**src/rtl/riscv_ctrl_pkg.sv**
```systemverilog
// rtl/riscv_ctrl_pkg.sv - shared encodings for the multicycle RV32I controller and datapath
package riscv_ctrl_pkg;

    typedef logic [3:0] statetype_t;

    localparam statetype_t S_FETCH    = 4'd0;
    localparam statetype_t S_DECODE   = 4'd1;
    localparam statetype_t S_MEMADR   = 4'd2;
    localparam statetype_t S_MEMREAD  = 4'd3;
    localparam statetype_t S_MEMWB    = 4'd4;
    localparam statetype_t S_MEMWRITE = 4'd5;
    localparam statetype_t S_EXECUTER = 4'd6;
    localparam statetype_t S_EXECUTEI = 4'd7;
    localparam statetype_t S_ALUWB    = 4'd8;
    localparam statetype_t S_BEQ      = 4'd9;
    localparam statetype_t S_JAL      = 4'd10;

    localparam logic [6:0] OP_LW   = 7'b0000011;
    localparam logic [6:0] OP_SW   = 7'b0100011;
    localparam logic [6:0] OP_R    = 7'b0110011;
    localparam logic [6:0] OP_IALU = 7'b0010011;
    localparam logic [6:0] OP_BEQ  = 7'b1100011;
    localparam logic [6:0] OP_JAL  = 7'b1101111;

    localparam logic [1:0] IMM_I = 2'b00;
    localparam logic [1:0] IMM_S = 2'b01;
    localparam logic [1:0] IMM_B = 2'b10;
    localparam logic [1:0] IMM_J = 2'b11;

    localparam logic [1:0] ALUOP_ADD   = 2'b00;
    localparam logic [1:0] ALUOP_SUB   = 2'b01;
    localparam logic [1:0] ALUOP_FUNCT = 2'b10;

    localparam logic [2:0] ALU_ADD = 3'b000;
    localparam logic [2:0] ALU_SUB = 3'b001;
    localparam logic [2:0] ALU_AND = 3'b010;
    localparam logic [2:0] ALU_OR  = 3'b011;
    localparam logic [2:0] ALU_SLT = 3'b101;

    localparam logic [1:0] RES_ALUOUT    = 2'b00;
    localparam logic [1:0] RES_DATA      = 2'b01;
    localparam logic [1:0] RES_ALURESULT = 2'b10;

    localparam logic [1:0] SRCA_PC    = 2'b00;
    localparam logic [1:0] SRCA_OLDPC = 2'b01;
    localparam logic [1:0] SRCA_RS1   = 2'b10;

    localparam logic [1:0] SRCB_RS2  = 2'b00;
    localparam logic [1:0] SRCB_IMM  = 2'b01;
    localparam logic [1:0] SRCB_FOUR = 2'b10;

    function automatic logic [1:0] immsrc_of(input logic [6:0] op);
        case (op)
            OP_SW:   return IMM_S;
            OP_BEQ:  return IMM_B;
            OP_JAL:  return IMM_J;
            default: return IMM_I;
        endcase
    endfunction

endpackage

```
**src/rtl/multicycle_controller_if.sv**
```systemverilog
// rtl/multicycle_controller_if.sv - controller <-> datapath control and status bundle
interface multicycle_controller_if;
    logic [6:0] op;
    logic [2:0] funct3;
    logic       funct7b5;
    logic       zero;
    logic       mem_ready;
    logic       mem_req;
    logic       pcwrite;
    logic       adrsrc;
    logic       memwrite;
    logic       irwrite;
    logic [1:0] resultsrc;
    logic [1:0] alusrca;
    logic [1:0] alusrcb;
    logic [2:0] alucontrol;
    logic [1:0] immsrc;
    logic       regwrite;
    logic       illegal;

    modport master (
        input  op, funct3, funct7b5, zero, mem_ready,
        output mem_req, pcwrite, adrsrc, memwrite, irwrite, resultsrc,
               alusrca, alusrcb, alucontrol, immsrc, regwrite, illegal
    );

    modport slave (
        output op, funct3, funct7b5, zero, mem_ready,
        input  mem_req, pcwrite, adrsrc, memwrite, irwrite, resultsrc,
               alusrca, alusrcb, alucontrol, immsrc, regwrite, illegal
    );
endinterface

```
**src/rtl/alu_decoder.sv**
```systemverilog
// rtl/alu_decoder.sv - combinational aluop/funct decode to ALU control
module alu_decoder
    import riscv_ctrl_pkg::*;
(
    input  logic [1:0] aluop,
    input  logic [2:0] funct3,
    input  logic       op5,
    input  logic       funct7b5,
    output logic [2:0] alucontrol
);

    always_comb begin
        alucontrol = ALU_ADD;
        case (aluop)
            ALUOP_SUB: alucontrol = ALU_SUB;
            ALUOP_FUNCT: begin
                case (funct3)
                    // only R-type (op[5]=1) can encode sub; addi ignores bit 30
                    3'b000:  alucontrol = (op5 && funct7b5) ? ALU_SUB : ALU_ADD;
                    3'b010:  alucontrol = ALU_SLT;
                    3'b110:  alucontrol = ALU_OR;
                    3'b111:  alucontrol = ALU_AND;
                    default: alucontrol = ALU_ADD;
                endcase
            end
            default: alucontrol = ALU_ADD;
        endcase
    end

endmodule

```
**src/rtl/multicycle_controller.sv**
```systemverilog
// rtl/multicycle_controller.sv - main control FSM of the multicycle RV32I core
module multicycle_controller
    import riscv_ctrl_pkg::*;
#(
    parameter bit MEM_WAIT_EN = 1'b1
) (
    input  logic                  clk,
    input  logic                  reset,
    multicycle_controller_if.master ctrl
);

    statetype_t state, next_state;
    logic       ready;
    logic       pcupdate, branch, ir_en, mw_en, rw_en, req, ill;
    logic [1:0] aluop;

    assign ready = MEM_WAIT_EN ? ctrl.mem_ready : 1'b1;

    always_ff @(posedge clk or negedge reset) begin
        if (!reset) state <= S_FETCH;
        else        state <= next_state;
    end

    always_comb begin
        next_state = S_FETCH;
        case (state)
            S_FETCH:    next_state = ready ? S_DECODE : S_FETCH;
            S_DECODE: begin
                case (ctrl.op)
                    OP_LW, OP_SW: next_state = S_MEMADR;
                    OP_R:         next_state = S_EXECUTER;
                    OP_IALU:      next_state = S_EXECUTEI;
                    OP_BEQ:       next_state = S_BEQ;
                    OP_JAL:       next_state = S_JAL;
                    default:      next_state = S_FETCH;
                endcase
            end
            S_MEMADR:   next_state = (ctrl.op == OP_LW) ? S_MEMREAD : S_MEMWRITE;
            S_MEMREAD:  next_state = ready ? S_MEMWB : S_MEMREAD;
            S_MEMWRITE: next_state = ready ? S_FETCH : S_MEMWRITE;
            S_EXECUTER, S_EXECUTEI: next_state = S_ALUWB;
            S_JAL:      next_state = S_ALUWB;
            default:    next_state = S_FETCH;
        endcase
    end

    always_comb begin
        pcupdate       = 1'b0;
        branch         = 1'b0;
        ir_en          = 1'b0;
        mw_en          = 1'b0;
        rw_en          = 1'b0;
        req            = 1'b0;
        ill            = 1'b0;
        aluop          = ALUOP_ADD;
        ctrl.adrsrc    = 1'b0;
        ctrl.resultsrc = RES_ALUOUT;
        ctrl.alusrca   = SRCA_PC;
        ctrl.alusrcb   = SRCB_RS2;
        case (state)
            S_FETCH: begin
                req            = 1'b1;
                pcupdate       = ready;
                ir_en          = ready;
                ctrl.alusrcb   = SRCB_FOUR;
                ctrl.resultsrc = RES_ALURESULT;
            end
            S_DECODE: begin
                ctrl.alusrca = SRCA_OLDPC;
                ctrl.alusrcb = SRCB_IMM;
                ill = !(ctrl.op inside {OP_LW, OP_SW, OP_R, OP_IALU, OP_BEQ, OP_JAL});
            end
            S_MEMADR: begin
                ctrl.alusrca = SRCA_RS1;
                ctrl.alusrcb = SRCB_IMM;
            end
            S_MEMREAD: begin
                req         = 1'b1;
                ctrl.adrsrc = 1'b1;
            end
            S_MEMWB: begin
                ctrl.resultsrc = RES_DATA;
                rw_en          = 1'b1;
            end
            S_MEMWRITE: begin
                req         = 1'b1;
                ctrl.adrsrc = 1'b1;
                mw_en       = 1'b1;
            end
            S_EXECUTER: begin
                ctrl.alusrca = SRCA_RS1;
                aluop        = ALUOP_FUNCT;
            end
            S_EXECUTEI: begin
                ctrl.alusrca = SRCA_RS1;
                ctrl.alusrcb = SRCB_IMM;
                aluop        = ALUOP_FUNCT;
            end
            S_ALUWB: rw_en = 1'b1;
            S_BEQ: begin
                ctrl.alusrca = SRCA_RS1;
                aluop        = ALUOP_SUB;
                branch       = 1'b1;
            end
            S_JAL: begin
                ctrl.alusrca = SRCA_OLDPC;
                ctrl.alusrcb = SRCB_FOUR;
                pcupdate     = 1'b1;
            end
            default: ;
        endcase
    end

    // enables are gated by reset directly so nothing can pulse before the async clear lands
    assign ctrl.pcwrite  = reset & (pcupdate | (branch & ctrl.zero));
    assign ctrl.irwrite  = reset & ir_en;
    assign ctrl.memwrite = reset & mw_en;
    assign ctrl.regwrite = reset & rw_en;
    assign ctrl.mem_req  = reset & req;
    assign ctrl.illegal  = reset & ill;
    assign ctrl.immsrc   = immsrc_of(ctrl.op);

    alu_decoder u_alu_decoder (
        .aluop      (aluop),
        .funct3     (ctrl.funct3),
        .op5        (ctrl.op[5]),
        .funct7b5   (ctrl.funct7b5),
        .alucontrol (ctrl.alucontrol)
    );

endmodule

```
**src/flat_wrapper.sv**
```systemverilog
// flat-port wrapper written by rule: the top's interface ports become plain ports
module multicycle_controller_flat import riscv_ctrl_pkg::*;
#(
    parameter bit MEM_WAIT_EN = 1'b1
)
  (clk, reset, ctrl_op, ctrl_funct3, ctrl_funct7b5, ctrl_zero, ctrl_mem_ready, ctrl_mem_req, ctrl_pcwrite, ctrl_adrsrc, ctrl_memwrite, ctrl_irwrite, ctrl_resultsrc, ctrl_alusrca, ctrl_alusrcb, ctrl_alucontrol, ctrl_immsrc, ctrl_regwrite, ctrl_illegal);
  multicycle_controller_if ctrl_i ();
  input  logic clk;
  input  logic reset;
  input wire logic [$bits(ctrl_i.op)-1:0] ctrl_op;
  input wire logic [$bits(ctrl_i.funct3)-1:0] ctrl_funct3;
  input wire logic [$bits(ctrl_i.funct7b5)-1:0] ctrl_funct7b5;
  input wire logic [$bits(ctrl_i.zero)-1:0] ctrl_zero;
  input wire logic [$bits(ctrl_i.mem_ready)-1:0] ctrl_mem_ready;
  output wire logic [$bits(ctrl_i.mem_req)-1:0] ctrl_mem_req;
  output wire logic [$bits(ctrl_i.pcwrite)-1:0] ctrl_pcwrite;
  output wire logic [$bits(ctrl_i.adrsrc)-1:0] ctrl_adrsrc;
  output wire logic [$bits(ctrl_i.memwrite)-1:0] ctrl_memwrite;
  output wire logic [$bits(ctrl_i.irwrite)-1:0] ctrl_irwrite;
  output wire logic [$bits(ctrl_i.resultsrc)-1:0] ctrl_resultsrc;
  output wire logic [$bits(ctrl_i.alusrca)-1:0] ctrl_alusrca;
  output wire logic [$bits(ctrl_i.alusrcb)-1:0] ctrl_alusrcb;
  output wire logic [$bits(ctrl_i.alucontrol)-1:0] ctrl_alucontrol;
  output wire logic [$bits(ctrl_i.immsrc)-1:0] ctrl_immsrc;
  output wire logic [$bits(ctrl_i.regwrite)-1:0] ctrl_regwrite;
  output wire logic [$bits(ctrl_i.illegal)-1:0] ctrl_illegal;
  assign ctrl_i.op = ctrl_op;
  assign ctrl_i.funct3 = ctrl_funct3;
  assign ctrl_i.funct7b5 = ctrl_funct7b5;
  assign ctrl_i.zero = ctrl_zero;
  assign ctrl_i.mem_ready = ctrl_mem_ready;
  assign ctrl_mem_req = ctrl_i.mem_req;
  assign ctrl_pcwrite = ctrl_i.pcwrite;
  assign ctrl_adrsrc = ctrl_i.adrsrc;
  assign ctrl_memwrite = ctrl_i.memwrite;
  assign ctrl_irwrite = ctrl_i.irwrite;
  assign ctrl_resultsrc = ctrl_i.resultsrc;
  assign ctrl_alusrca = ctrl_i.alusrca;
  assign ctrl_alusrcb = ctrl_i.alusrcb;
  assign ctrl_alucontrol = ctrl_i.alucontrol;
  assign ctrl_immsrc = ctrl_i.immsrc;
  assign ctrl_regwrite = ctrl_i.regwrite;
  assign ctrl_illegal = ctrl_i.illegal;
  multicycle_controller #(.MEM_WAIT_EN(MEM_WAIT_EN)) u_core (.clk(clk), .reset(reset), .ctrl(ctrl_i));
endmodule
```
**config.mk**
```make
export PLATFORM = sky130hd
export DESIGN_NAME = multicycle_controller_flat
export DESIGN_NICKNAME = d
export VERILOG_FILES = /design/src/rtl/riscv_ctrl_pkg.sv /design/src/rtl/multicycle_controller_if.sv /design/src/rtl/alu_decoder.sv /design/src/rtl/multicycle_controller.sv /design/src/flat_wrapper.sv
export SDC_FILE = /design/constraint.sdc
export NUM_CORES = 1
export LEC_CHECK = 0
export ABC_CLOCK_PERIOD_IN_PS = 1780
export CORE_UTILIZATION = 35
export DETAILED_ROUTE_END_ITERATION = 16
export PLACE_DENSITY = 0.71
export SYNTH_ARGS = -nofsm -noshare
export SYNTH_HDL_FRONTEND = slang
export SYNTH_SLANG_ARGS = --single-unit
```
**constraint.sdc**
```tcl
create_clock -name clk -period 1.78 [get_ports clk]
set_clock_uncertainty 0.05 [all_clocks]
set_input_delay 0.267 -clock clk [delete_from_list [all_inputs] [get_ports clk]]
set_output_delay 0.267 -clock clk [all_outputs]
set_load 0.05 [all_outputs]
```
==> results of run 1 <==
## through the flow
step / hold slack (ns) / instances / TNS, ns / setup WS [ns]
floorplan: -0.0786 / 97 / -1.43 / -0.288
global placement: 0.599 / 180 / -0.657 / -0.144
detailed placement: 0.604 / 180 / -0.908 / -0.201
## cell usage after synthesis, types with 2 or more instances
cell and instances:
nor4_1 2, nor2b_1 2, nand2b_1 9, nand2_1 8, nor2_1 12, dfrtp_1 4, xnor2_1 2, a21o_1 2
a21oi_1 8, o21ai_0 2, nor3_1 6, ha_1 2, inv_1 6, a31oi_1 2, a21boi_0 2, buf_2 4
nand3_1 3
## cells by family after synthesis
logic type / after synthesis
AO/OA/AOI/OAI: 22
buffers and inverters: 12
XOR/XNOR: 3
adder cells (fa/ha/maj): 2
AND/OR/NAND/NOR: 54
flip-flops: 4
==> impl_metrics.py, run 1 <==
metrics = {
    "die": {
        "die_w_um": 45.8,
        "rows": 15,
        "start_util": 0.381,
        "num_io_pins": 33,
        "fp.dieH_um": 45.8,
    },
    "clock_network": {
        "cts_hold_buf": 0,
        "numCtsBuffers": 3,
        "clk_path_buf_depth": 2,
        "cts_root_buf": "clkbuf_4",
        "cts_resized": 35,
        "post_cts_buffers": 10,
        "cts-htree-levels": 1,
        "clkSinkCount": 4,
    },
    "placement": {
        "place.gp.congestion": 0.870,
        "placed_area_mm2": 0.00152,
        "place_hpwl_um": 2140,
        "portBuffers": 32,
    },
    "synth": {
        "synthesis.area_um2": 672,
        "synth_top_family_by_area": "simple AND/OR/NAND/NOR gates",
        "synth_fa_ha_area_frac": 0.0372,
        "synth-simple-area-share": 0.482,
        "synthFlopType": "dfrtp_1",
        "syn-num-nets": 114,
        "synth_xor_area_frac": 0.0391,
        "synth_top_area_frac": 0.149,
        "synth_top_cell_by_area": "dfrtp_1",
        "ys_ff_latch": 4,
        "ys_warn_count": 0,
        "ys_types": 38,
        "synth_compound_area_frac": 0.210,
        "synth_area_leaders": "dfrtp_1 (15%), nand2b_1 (8.4%), nor2_1 (6.7%), a21oi_1 (6.0%), nor3_1 (4.5%)",
        "yosysSeqAreaShare": 0.149,
        "synth_mux_area_frac": 0,
        "synth.avg_cell_area_um2": 6.93,
        "synthArstFlopShare": 1.00,
        "netlist_instances": 97,
        "synth_edf_count": 0,
    },
    "status": {
        "haltStage": "4_1_cts",
        "tool.error": "[ERROR DPL-0033] detailed placement checks failed during check placement.",
        "status": "did not finish",
    },
}
==> inputs of run 2 (changes only) <==
CORE_AREA = 2 2 63 65   (was default)
CORE_UTILIZATION = default   (was 35)
DIE_AREA = 0 0 65 67   (was default)
PLACE_DENSITY = default   (was 0.71)
PLACE_DENSITY_LB_ADDON = 0.15   (was default)
==> run 2 against run 1 <==
  * The flow now finishes, with violations (setup timing)
  * Synthesized cell count stayed put
  * Synthesized area stayed put
==> impl_metrics.py, run 2 <==
metrics = {
    "synth": {
        "yosysSeqAreaShare": 0.149,
        "syn-num-nets": 114,
        "synth_most_common_cell": "nor2_1",
        "synth_edf_count": 0,
        "synthesis.area_um2": 672,
        "synth_area_leaders": "dfrtp_1 (15%), nand2b_1 (8.4%), nor2_1 (6.7%), a21oi_1 (6.0%), nor3_1 (4.5%)",
        "netlist_instances": 97,
        "ys_ff_latch": 4,
        "synthArstFlopShare": 1.00,
        "netlist_top_cells_count": "nor2_1 (12), nand2b_1 (9), a21oi_1 (8), nand2_1 (8)",
        "synth.avg_cell_area_um2": 6.93,
        "synth_top_area_frac": 0.149,
        "ys_types": 38,
        "ys_warn_count": 0,
        "synthFlopType": "dfrtp_1",
        "synth_top_cell_by_area": "dfrtp_1",
    },
    "clock_network": {
        "numCtsBuffers": 3,
        "clk_latency_ns": 0.22,
        "clk_path_buf_depth": 2,
        "clkSinkCount": 4,
        "cts_root_buf": "clkbuf_8",
        "cts_tree": "yes",
        "cts-htree-levels": 1,
        "clk_pin_slew_ns": 0.03,
        "cts_hold_buf": 0,
    },
    "timing": {
        "fmax_mhz": 514,
        "finalHoldViolations": 0,
        "worst_pin_slew_ns": 0.391,
        "drv_slew": 0,
        "rsz0062_at_grt": "true",
        "timing.final.crit_share": 1.09,
        "worst_slack_ns": -0.165,
        "fin_hold_ws_ns": 0.418,
        "setup_viol": 10,
        "slew-limit-headroom": 0.737,
        "min_period_ns": 1.94,
    },
    "worst_setup_path": {
        "cp_slowest_cell": "dfrtp_1",
        "crit_path_start_kind": "register",
        "crit_fanout": 4,
        "crit_type": "register to output pin",
        "worstPathRequired_ns": 1.46,
        "max_stage_delay_ns": 0.40,
        "cp-end-kind": "output pin",
        "worstPathCellList": "nor2b_4 > nand3_4 > ha_4 > buf_4 > nor3_4 > buf_12",
        "critical_path_arrival_ns": 1.63,
    },
    "drt": {
        "ant_nets": 0,
        "first_pass_iters": 4,
        "wirelength_um": 2570,
        "drc": 0,
        "post_drt_wl_per_cell_um": 11.9,
        "drt_iter0_drc": 35,
        "vias": 950,
        "viasPerCell": 4.38,
    },
    "global_route": {
        "antenna_found_initial": 0,
        "grt_max_degree": 15,
        "grt_pass1_vias": 1012,
        "overflow": 0,
        "grt_pass1_wl_um": 4460,
        "track_usage": 0.131,
    },
    "die": {
        "core_mm2": 0.00361,
        "fp.dieH_um": 67,
        "num_io_pins": 33,
        "die-area_mm2": 0.00436,
        "die_w_um": 65,
        "start_util": 0.186,
        "rows": 22,
    },
    "power_and_ir_drop": {
        "p_leak_uw": 0.000764,
        "irDropWorstVdd_mv": 0.181,
        "p_per_area_mw_per_mm2": 414,
    },
    "cells_and_area": {
        "top_register": "u_core.state",
        "regArea_um2": 103,
        "fin_cells": 217,
        "nets": 188,
        "antenna_cells": 0,
        "final_common_cell": "buf_4",
        "final_layout_size_suffix_gt1_frac": 0.621,
        "syn_to_final_growth_pct": 167,
        "design_area_mm2": 0.00179,
        "fill_cells": 346,
        "largest_register_ff_count": 4,
        "mostFrequentLayoutCells": "buf_4 (39), buf_12 (17), nand2b_1 (8)",
        "top_regs": "u_core.state x4",
        "multi_input_area_um2": 742,
    },
    "status": {
        "violations": "setup timing",
        "status": "finished, violations left",
    },
    "placement": {
        "place_inst": 207,
        "place.gp.congestion": 0.752,
        "place_hpwl_um": 2050,
        "preCtsSetupSlack_ns": -0.247,
        "portBuffers": 32,
        "placed_area_mm2": 0.00158,
    },
    "job": {
        "max_cap_viol_count": 0,
    },
    "worst_hold_path": {
        "min-delay-path-class": "primary input to async pin",
    },
}
-- run 2: cell counts after synthesis --
Identical to the previous run, type by type.
-- run 2: final timing paths --
check | cells past startpoint | slack [ns] | endpoint | start
worst max-delay path | 6 | -0.16 | ctrl_alucontrol[1] | u_core.state[0]
max in group asynchronous | 2 | 1.12 | u_core.state[2] | reset
worst min-delay path | 2 | 0.42 | u_core.state[1] | reset
worst max register to register | 5 | 0.27 | u_core.state[2] | u_core.state[0]
worst min register to register | 2 | 0.63 | u_core.state[0] | u_core.state[3]
min in group clk | 3 | 0.55 | u_core.state[2] | ctrl_op[4]
-- run 2: what timing repair did --
action / 4_1_cts / 5_1_grt
setup endpoints to repair: 15 / 16
pin swaps: 14 / 6
gates resized for setup: 30 / 10
gates cloned: 0 / 0
setup buffers: 5 / 2
-- run 2: metal layers --
layer	global-route usage	vias up	share of wire
li1	-	490	-
met1	0.148	435	0.40
met2	0.238	21	0.54
met3	0.0253	4	0.048
met4	0.0559	0	0.017
met5	0	-	0
-- run 2: cells by family (layout without fill, tap and decap cells) --
family | Yosys count | in the layout | share of synthesized area
buf+inv | 12 | 84 | 0.0819
flops | 4 | 4 | 0.149
fa+ha+maj | 2 | 2 | 0.0372
xor+xnor | 3 | 3 | 0.0391
simple gates | 54 | 54 | 0.482
compound gates | 22 | 22 | 0.210
-- run 2: metrics by stage --
| stage | util | power, uW | setup TNS [ns] |
|---|---|---|---|
| finish | 0.497 | 742 | -0.985 |
| global route | 0.497 | 779 | -1.75 |
| detailed placement | 0.437 | 516 | -0.764 |
| CTS | 0.481 | 741 | -1.15 |
| floorplan | - | 299 | -1.43 |
| global placement | 0.437 | 514 | -0.689 |
-- run 2: worst max-delay path, delay by kind of cell, from the launching register on --
| kind | cells | cell delay, ns |
|---|---|---|
| flops | 1 | 0.40 |
| simple gates | 3 | 0.44 |
| fa+ha+maj | 1 | 0.27 |
| buf+inv | 2 | 0.30 |
-- run 2: final cells by class --
class / count / area share
clock buffer: 3 / 0.0230
timing repair buffer: 75 / 0.460
tap: 48 / 0.0335
multi-input combinational: 81 / 0.414
sequential: 4 / 0.0572
inverter: 6 / 0.0126
-- run 2: where the power goes --
group          switching [uW]  total (uW)  internal (uW)
Sequential               5.41         101           95.8
Clock                    48.2         192            144
Combinational             216         448            232
Total                     269         742            472
Power figures use the tool's default switching activity.
==> inputs of run 3 (changes only) <==
ABC_CLOCK_PERIOD_IN_PS = 2400   (was 1780)
DONT_BUFFER_PORTS = 1   (was default)
clock period = 2.4 ns   (was 1.78 ns; I/O delays follow)
==> run 3 against run 2 <==
  * Largest cell class is now multi-input combinational cells
  * Largest power group unchanged
  * Flip-flop and latch count is the same
  * Sequential share of layout area grew 4.7 points
  * Total power shrank 47%
  * Non-clock buffer count shrank 51
  * Utilization shrank 23 points
  * Clock power shrank 28%
  * Global-route usage shrank 1.9 points
  * Via count shrank 19%
  * The flow now finishes without violations
  * Worst setup slack gained 0.33 ns
==> impl_metrics.py, run 3 (synthesis results as in run 2) <==
metrics = {
    "status": {
        "status": "finished clean",
    },
    "drt": {
        "post_drt_wl_per_cell_um": 13.2,
        "wirelength_um": 2190,
        "drt_iter0_drc": 17,
        "ant_nets": 0,
        "first_pass_iters": 4,
        "vias": 772,
        "viasPerCell": 4.65,
        "drc": 0,
    },
    "clock_network": {
        "clk_latency_ns": 0.21,
        "clk_path_buf_depth": 2,
        "clkSinkCount": 4,
        "cts-htree-levels": 1,
        "numCtsBuffers": 3,
        "clk_pin_slew_ns": 0.03,
        "cts_tree": "yes",
        "cts_root_buf": "clkbuf_8",
    },
    "cells_and_area": {
        "fill_cells": 413,
        "nets": 137,
        "final_layout_size_suffix_gt1_frac": 0.347,
        "mostFrequentLayoutCells": "buf_4 (22), nor2_1 (12), nand2b_1 (9)",
        "largest_register_ff_count": 4,
        "fin_util": 0.269,
        "final_common_cell": "buf_4",
        "top_register": "u_core.state",
        "antenna_cells": 0,
        "multi_input_area_um2": 549,
        "regArea_um2": 101,
        "top_regs": "u_core.state x4",
        "syn_to_final_growth_pct": 44.3,
    },
    "timing": {
        "timing.final.crit_share": 0.930,
        "worst_pin_slew_ns": 0.375,
        "rsz0062_at_grt": "false",
        "slew-limit-headroom": 0.749,
        "min_period_ns": 2.23,
        "setup_viol": 0,
        "drv_slew": 0,
        "setup_tns_ns": 0,
        "finalHoldViolations": 0,
        "fmax_mhz": 448,
    },
    "die": {
        "rows": 22,
        "num_io_pins": 33,
        "die_w_um": 65,
        "core_mm2": 0.00361,
        "fp.dieH_um": 67,
        "start_util": 0.186,
        "die-area_mm2": 0.00436,
    },
    "worst_setup_path": {
        "cp-end-kind": "output pin",
        "critical_path_arrival_ns": 1.82,
        "worstPathCellList": "nand2b_1 > nor2_1 > ha_1 > nor4_2 > buf_4",
        "startpoint": "u_core.state[3]",
        "cp_slowest_cell": "dfrtp_1",
        "worstPathRequired_ns": 1.99,
        "rr_startpoint": "u_core.state[0]",
        "crit_fanout": 6,
        "crit_path_start_kind": "register",
        "crit_type": "register to output pin",
        "max_stage_delay_ns": 0.42,
    },
    "power_and_ir_drop": {
        "irDropWorstVdd_mv": 0.103,
        "p_per_area_mw_per_mm2": 404,
        "p_leak_uw": 0.000417,
    },
    "placement": {
        "portBuffers": 0,
        "place_hpwl_um": 1690,
        "place.gp.congestion": 0.781,
    },
    "global_route": {
        "track_usage": 0.112,
        "grt_pass1_wl_um": 3770,
        "grt_max_degree": 12,
        "overflow": 0,
        "grt_pass1_vias": 811,
        "antenna_found_initial": 0,
    },
    "worst_hold_path": {
        "hp-start": "ctrl_op[4]",
        "min-delay-path-class": "primary input to register",
    },
    "job": {
        "max_cap_viol_count": 0,
    },
}
run 3: changes by cell type in the layout (fill, tap and decap cells not counted), moves of 3 or more:
cell	delta
nor2_2	-5
dlygate4sd2_1	-7
nand2_1	+3
clkdlybuf4s50_1	-7
buf_6	-4
a21oi_1	+3
nor2_1	+6
buf_4	-17
buf_12	-16
run 3: final timing paths:
check,cells past startpoint,end,slack (ns)
setup / recovery,5,ctrl_alucontrol[2],0.17
hold / removal,1,u_core.state[2],0.27
setup reg to reg,4,u_core.state[2],0.91
hold reg to reg,2,u_core.state[3],0.64
max in group asynchronous,1,u_core.state[1],1.71
min in group asynchronous,1,u_core.state[3],0.39
run 3: per-stage QoR:
step           hold WS [ns]  total power (uW)  cells  setup WS [ns]  cell area, um2
2_1_floorplan        0.0144               202     97         -0.154             689
6_report              0.273               392    166          0.168             970
4_1_cts               0.264               398    166          0.140             968
3_5_place_dp         0.0148               253    162          0.368             917
5_1_grt               0.270               419    166         0.0102             970
3_3_place_gp         0.0147               253    162          0.424             917
run 3: layer usage:
layer | track usage | wire length, um | vias up
met5 | 0 | 0 | -
met4 | 0.0479 | 22 | 0
met3 | 0.0236 | 117 | 2
met2 | 0.189 | 1030 | 24
met1 | 0.138 | 1010 | 358
li1 | - | - | 388
run 3: worst max-delay path, delay by kind of cell (launching register included):
| kind | cells | cell delay (ns) |
|---|---|---|
| flops | 1 | 0.42 |
| buf+inv | 1 | 0.24 |
| fa+ha+maj | 1 | 0.29 |
| simple gates | 3 | 0.66 |
run 3: power breakdown:
group | total [uW] | internal (uW) | switching (uW)
sequential | 75.9 | 71.0 | 4.91
clock | 138 | 107 | 31.7
combinational | 178 | 62.5 | 115
run 3: final cells by class:
type / instances / share of cell area
Clock buffer: 3 / 0.0426
Inverter: 6 / 0.0232
Multi-Input combinational cell: 81 / 0.566
Sequential cell: 4 / 0.105
Tap cell: 48 / 0.0619
Timing Repair Buffer: 24 / 0.201
run 3: what timing repair did:
action	in CTS	in global routing
hold endpoints to repair	4	0
gates resized for setup	0	1
hold buffers	1	0
setup endpoints to repair	0	1
buffers inserted	0	0
